--- src/rtl/merger_tree_out_serializer.sv ---
// merger_tree_out_serializer: buffers wide tree-root beats in a small FIFO and
// serializes each one into bus beats (low slice first) for a counted run.
module merger_tree_out_serializer #(
    parameter int W     = 32,
    parameter int P     = 32,
    parameter int BUS_W = 512,
    parameter int DEPTH = 4
) (
    input  logic             i_clk,
    input  logic             i_rst_n,
    input  logic             i_start,
    input  logic [31:0]      i_total_beats,
    input  logic             i_write,
    input  logic [P*W-1:0]   i_data,
    output logic             o_ready,
    output logic             o_bus_valid,
    output logic [BUS_W-1:0] o_bus_data,
    input  logic             i_bus_ready,
    output logic             o_done,
    output logic             o_overflow,
    output logic             o_extra
);
    localparam int IW    = P * W;
    localparam int RATIO = IW / BUS_W;
    localparam int AW    = $clog2(DEPTH);
    localparam int SW    = RATIO > 1 ? $clog2(RATIO) : 1;

    typedef enum logic [1:0] {IDLE, RUN, DONE} state_t;

    state_t        state, state_nxt;
    logic [IW-1:0] mem [DEPTH];
    logic [AW-1:0] wr_ptr, rd_ptr;
    logic [AW:0]   count;
    logic [SW-1:0] sub;
    logic [31:0]   remaining;
    logic          overflow;
    logic          launch, push, accept, pop;

    assign launch      = i_start && state != RUN;
    assign o_ready     = state == RUN && count < (AW+1)'(DEPTH);
    assign o_bus_valid = state == RUN && count != '0;
    assign accept      = o_bus_valid && i_bus_ready;
    assign push        = i_write && o_ready;
    assign pop         = accept && 32'(sub) == RATIO - 1;
    assign o_bus_data  = o_bus_valid ? mem[rd_ptr][32'(sub)*BUS_W +: BUS_W] : '0;
    assign o_done      = state == DONE;
    assign o_extra     = state == DONE && count != '0;
    assign o_overflow  = overflow;

    always_comb begin
        state_nxt = state;
        if (launch)
            state_nxt = i_total_beats != '0 ? RUN : DONE;
        else if (accept && remaining == 32'd1)
            state_nxt = DONE;
    end

    always_ff @(posedge i_clk or negedge i_rst_n)
        if (!i_rst_n) state <= IDLE;
        else          state <= state_nxt;

    // Leftovers from a finished run are discarded by the next launch.
    always_ff @(posedge i_clk or negedge i_rst_n) begin
        if (!i_rst_n) begin
            wr_ptr    <= '0;
            rd_ptr    <= '0;
            count     <= '0;
            sub       <= '0;
            remaining <= '0;
            overflow  <= 1'b0;
        end else if (launch) begin
            wr_ptr    <= '0;
            rd_ptr    <= '0;
            count     <= '0;
            sub       <= '0;
            remaining <= i_total_beats;
            overflow  <= 1'b0;
        end else begin
            if (push) wr_ptr <= wr_ptr + 1'b1;
            if (pop) rd_ptr <= rd_ptr + 1'b1;
            if (push != pop) count <= push ? count + 1'b1 : count - 1'b1;
            if (accept) begin
                remaining <= remaining - 1'b1;
                sub       <= pop ? '0 : sub + 1'b1;
            end
            if (i_write && !o_ready) overflow <= 1'b1;
        end
    end

    // Storage is data-only; validity comes from count, so it needs no reset.
    always_ff @(posedge i_clk)
        if (push) mem[wr_ptr] <= i_data;
endmodule

--- config.mk ---
export PLATFORM = sky130hd
export DESIGN_NAME = merger_tree_out_serializer
export DESIGN_NICKNAME = d
export VERILOG_FILES = /design/src/rtl/merger_tree_out_serializer.sv
export SDC_FILE = /design/constraint.sdc
export NUM_CORES = 2
export LEC_CHECK = 0
export ABC_AREA = 1
export BUFFER_PORTS_ARGS = -buffer_cell sky130_fd_sc_hd__buf_2
export CORE_AREA = 2 2 609 611
export CTS_CLUSTER_DIAMETER = 60
export CTS_CLUSTER_SIZE = 40
export DETAILED_ROUTE_END_ITERATION = 12
export DIE_AREA = 0 0 611 613
export PLACE_DENSITY = 0.72
export RECOVER_POWER = 50
export SYNTH_ARGS = -nofsm -noshare
export SYNTH_HDL_FRONTEND = slang
export SYNTH_SLANG_ARGS = --single-unit
export TNS_END_PERCENT = 100
--- constraint.sdc ---
create_clock -name i_clk -period 44.2 [get_ports i_clk]
set_clock_uncertainty 0.1 [all_clocks]
set_input_delay 4.42 -clock i_clk [delete_from_list [all_inputs] [get_ports i_clk]]
set_output_delay 4.42 -clock i_clk [all_outputs]
set_load 0.01 [all_outputs]
-- After elaboration in Yosys (flattened, before gate mapping)
Memories as Yosys holds them, arrays and structs flattened.
Cells that the tools add are included.
- flip-flop bits (word level): 43
- RAM bits: 4096
- bits of input ports: 1061
- output and inout port bits: 517
- logic and storage cells: 59
- memories kept: 1
- memory list (memory ; words ; width ; rd ports ; clocked after Yosys merged registers in ; wr ports ; RTL line ; RTL):
    mem ; 4 ; 1024 ; 1 ; 0 ; 1 ; 31 ; logic [IW-1:0] mem [DEPTH];
- add/sub/neg operators: 6
- magnitude comparators: 1
- equality and inequality tests: 5
- shift-type cells: 1
- muxes and demuxes: 20
- reductions and logical operators: 18
- operator list (kind ; count):
    1024-bit by 11-bit variable part select with 512-bit output ; 1
    512-bit two-way mux ; 1
    32-bit two-way mux ; 2
    32-bit by 1-bit == test with 1-bit output (second input constant) ; 1
    32-bit nonzero test ; 1
    32-bit by 1-bit subtractor with 32-bit output (second input constant) ; 1
    2-bit two-way mux ; 7
    2-bit nonzero test ; 6
    1-bit logical AND ; 9
    3-bit two-way mux ; 3
    1-bit two-way mux ; 7
    2-bit by 1-bit adder with 2-bit output (second input constant) ; 2
    3-bit by 1-bit adder with 3-bit output (second input constant) ; 1
    3-bit less-than comparator (second input constant) ; 1
    3-bit nonzero test ; 1
    3-bit by 1-bit subtractor with 3-bit output (second input constant) ; 1
    2-bit by 1-bit == test with 1-bit output (second input constant) ; 1
    2-bit == test (second input constant) ; 1
    2-bit by 1-bit != test with 1-bit output (second input constant) ; 1
    1-bit adder (second input constant) ; 1
    1-bit logical NOT ; 1
    1-bit != test ; 1

-- Depth between registers and ports, before layout
- depth in word-level cells: 7
- depth in mapped cells: 11

-- Least setup slack after synthesis
Ideal clock, no wire load.
- kind: input -> register
- start point: input i_write
- end point: memory mem[0][0] (netlist bit) (enable)
- setup time: 2448 ps
- data arrival time: 46952 ps
- data required time: 41652 ps
- setup slack: -5301 ps
- stages: 2
- path buffers: 0
- cells stage by stage: nand2_1 -> nor2_1
- longest elaborated chain between the ends: 3
- ends and longest elaborated chain (what ; RTL line ; RTL):
    start, declared ; 13 ; input logic i_write,
    1-bit logical AND ; 43 ; assign push = i_write && o_ready;
    1-bit two-way mux ; 92 ; if (push) mem[wr_ptr] <= i_data;
    1-bit two-way mux (not written as such) ; 92 ;
    end, declared ; 31 ;
Every way passes these cells.

-- Final worst setup path
- start point: input i_write
- end point: memory mem[1][896] (netlist bit) (enable)
The elaborated chain is that of the path after synthesis.

==> impl_metrics.yaml <==
grt:
  grt_usage_pct: 24.23
  grt_pass1_wl_um: 666100
  first_global_vias: 95970
  antenna_found_initial: 365
  gr-total-overflow: 0
  grt_max_degree: 199
critical_path:
  cp.required_ps: 44590
  regToRegStartpoint: "state[1]$_DFFE_PN0P_"
  slowest_stage: "clkbuf_1"
  worstSetupEndpointType: "flop"
  crit_chain: "buf_2, nand2_1, nor2_4, clkbuf_1, buf_4, buf_12, buf_4, buf_4"
  critPathKind: "in -> reg"
  reg2reg_depth: 10
  r2r_slack_ps: 32120
  path_max_fanout: 128
  critPathMaxStageDelay_ps: 6340
  startpoint: "i_write"
  rr_endpoint: "mem[1][896]$_DFFE_PP_"
  crit_arrival_ps: 15290
  startpoint_type: "primary input"
  crit_top_cell: "buf_4"
synthesis:
  ys_warn_count: 0
  netlist_instances: 12050
  yosys.area_share.simple_pct: 7.840
  synth.area.mux_share_pct: 3.148
  synth_compound_area_share_pct: 10.02
  synth_top_area_cell: "edfxtp_1"
  postSynthNetCount: 13120
  postSynthAreaPerCell_um2: 13.51
  synthAdderAreaFrac_pct: 0.05842
  synth_xor_area_share_pct: 0.04842
  netlist.area_leader.share_pct: 75.56
  synth_cell_types: 28
  synth-seq-cells: 4139
  synth_area_leaders: "edfxtp_1 (76%), nor2_1 (7.3%), o21ai_0 (6.9%)"
  seq_area_frac_synth_pct: 76.22
  synth_top_family_by_area: "compound AO/OA/AOI/OAI gates"
  syn-cell-area_um2: 162800
sta:
  final_max_slew_viol_count: 438
  max_freq_mhz: 67.10
  worst_slew_pin_slew_ps: 9189
  setup_ws_ps: 29300
  period_minus_slack_ps: 14900
  setup_viol_count_final: 0
  rsz0062_at_grt: "no"
  whs_ps: 416.6
  hold_viol_final: 0
  max_slew_margin_pct: -512.6
  finalCritPeriodShare_pct: 33.72
  tns_ps: 0
clock_tree:
  cts_sinks: 4139
  cts_root_buf: "clkbuf_16"
  htreeDepth: 5
  clock_latency_ps: 920
  path_clk_slew_ps: 80
  ctsHoldBuffers: 0
  cts_resized: 0
  post_cts_buffers: 0
  cts_buffers: 301
  cts_tree: "done"
  clock_path_buffers: 4
routing:
  first_pass_iters: 8
  wl_per_cell_um: 25.72
  route.detailed.drc: 0
  viasPerCell: 5.660
  num_vias: 105300
  antenna_left: 0
  drt_wl_total_um: 478600
  drtIter0Drc: 13050
pwr:
  ir_drop_uv: 41.33
  power_density_nw_per_um2: 53.32
  p_total_mw: 9.849
  leakage_nw: 59.33
placed_design:
  hpwl_um: 307100
  dpl.cell_count: 17810
  port_buffers: 1577
  place_ws_ps: 32480
  gp_congestion: 0.9265
  postPlaceCellArea_um2: 174200
hold_path:
  hp-start: "state[1]$_DFFE_PN0P_"
  whs_path_depth: 2
  hold_class: "reg -> reg"
  whs_endpoint: "state[1]$_DFFE_PN0P_"
floorplan:
  start_util_pct: 44.26
  core-area_um2: 367700
  die_area_um2: 374500
  die_x_um: 611
  ios: 1578
  rows: 223
  die_h_um: 613
outcome:
  violations: "capacitance limit, slew limit"
  status: "finished with violations"
final_layout:
  drive_gt1_share_pct: 9.235
  seqCellArea_um2: 124100
  nNetsFinal: 14350
  area_growth_pct: 13.48
  final_cells: 18610
  utilization_pct: 50.23
  fillers: 30910
  stdcell_area_um2: 184700
  multi_input_area_um2: 34400
flow_run:
  max-cap-violations: 7
[worst max-delay path: cells and delay by family]
kind / cells / cell delay [ps]
AND/OR/NAND/NOR: 2 / 420
buffers and inverters: 6 / 10010
[worst max-delay path by stage]
stage | end | slack [ps] | cells past startpoint
CTS | o_bus_data[454] | 31440 | 13
detailed placement | o_bus_data[454] | 32480 | 13
finish | mem[1][896]$_DFFE_PP_ | 29300 | 8
global route | mem[1][896]$_DFFE_PP_ | 28880 | 8
floorplan | mem[0][0]$_DFFE_PP_ | -5300 | 2
global placement | o_bus_data[454] | 32440 | 13
[cell families (layout without fill, tap and decap cells)]
| logic type | Yosys count | count (layout) |
|---|---|---|
| flip-flops | 4139 | 4139 |
| AO/OA/AOI/OAI | 3127 | 3127 |
| other | 0 | 239 |
| XOR/XNOR | 9 | 9 |
| adder cells (fa/ha/maj) | 7 | 7 |
| AND/OR/NAND/NOR | 3379 | 3379 |
| buffers and inverters | 878 | 2362 |
| multiplexers | 512 | 512 |
[cell usage after synthesis (all sizes together)]
cell type / instances
nand3: 36
and2: 1
nand3b: 1
nand4: 9
fa: 1
inv: 73
nor2b: 1
nor2: 3167
o22ai: 523
ha: 6
edfxtp: 4096
nor3: 2
nand2: 162
o21ai: 2590
a21oi: 9
buf: 366
clkbuf: 439
o21bai: 4
dfrtp: 43
xor2: 9
o211ai: 1
mux2i: 512
[area by class of cell]
class,instances,area share [%]
tap,4837,3.276
clock inverter,246,1.971
sequential,4139,67.17
timing repair buffer,1730,4.345
antenna,239,0.3238
multi-input combinational,7034,18.62
clock buffer,313,4.125
inverter,73,0.1605
[power breakdown]
part           switching, mW  total (mW)  internal, mW
logic                   1.46        1.97         0.508
registers             0.0926        4.82          4.73
clock network           1.58        3.06          1.48
total                   3.14        9.85          6.71
[sequential cells by signal, indices dropped and copies added, names as in the netlist]
signal and count:
rd_ptr 2, state 2, sub 1, remaining 32, mem 4096, o_overflow 1
wr_ptr 2, count 3
[cell usage in the layout (no fill, tap or decap), drive strengths merged, types with 11 or more instances in the layout]
| master | instances |
|---|---|
| edfxtp | 4096 |
| nor2 | 3167 |
| o21ai | 2590 |
| clkbuf | 1344 |
| buf | 699 |
| o22ai | 523 |
| mux2i | 512 |
| diode | 239 |
| inv | 194 |
| nand2 | 162 |
| clkinv | 100 |
| dfrtp | 43 |
| nand3 | 36 |
| bufinv | 14 |
| clkinvlp | 11 |
[layer usage]
layer	global-route usage (%)	share of wire [%]
met1	30.32	36
met2	36.70	46
met3	6.945	10
met4	16.28	6.6
met5	0	0.20
No activity file was read; power rests on OpenSTA's default activity.
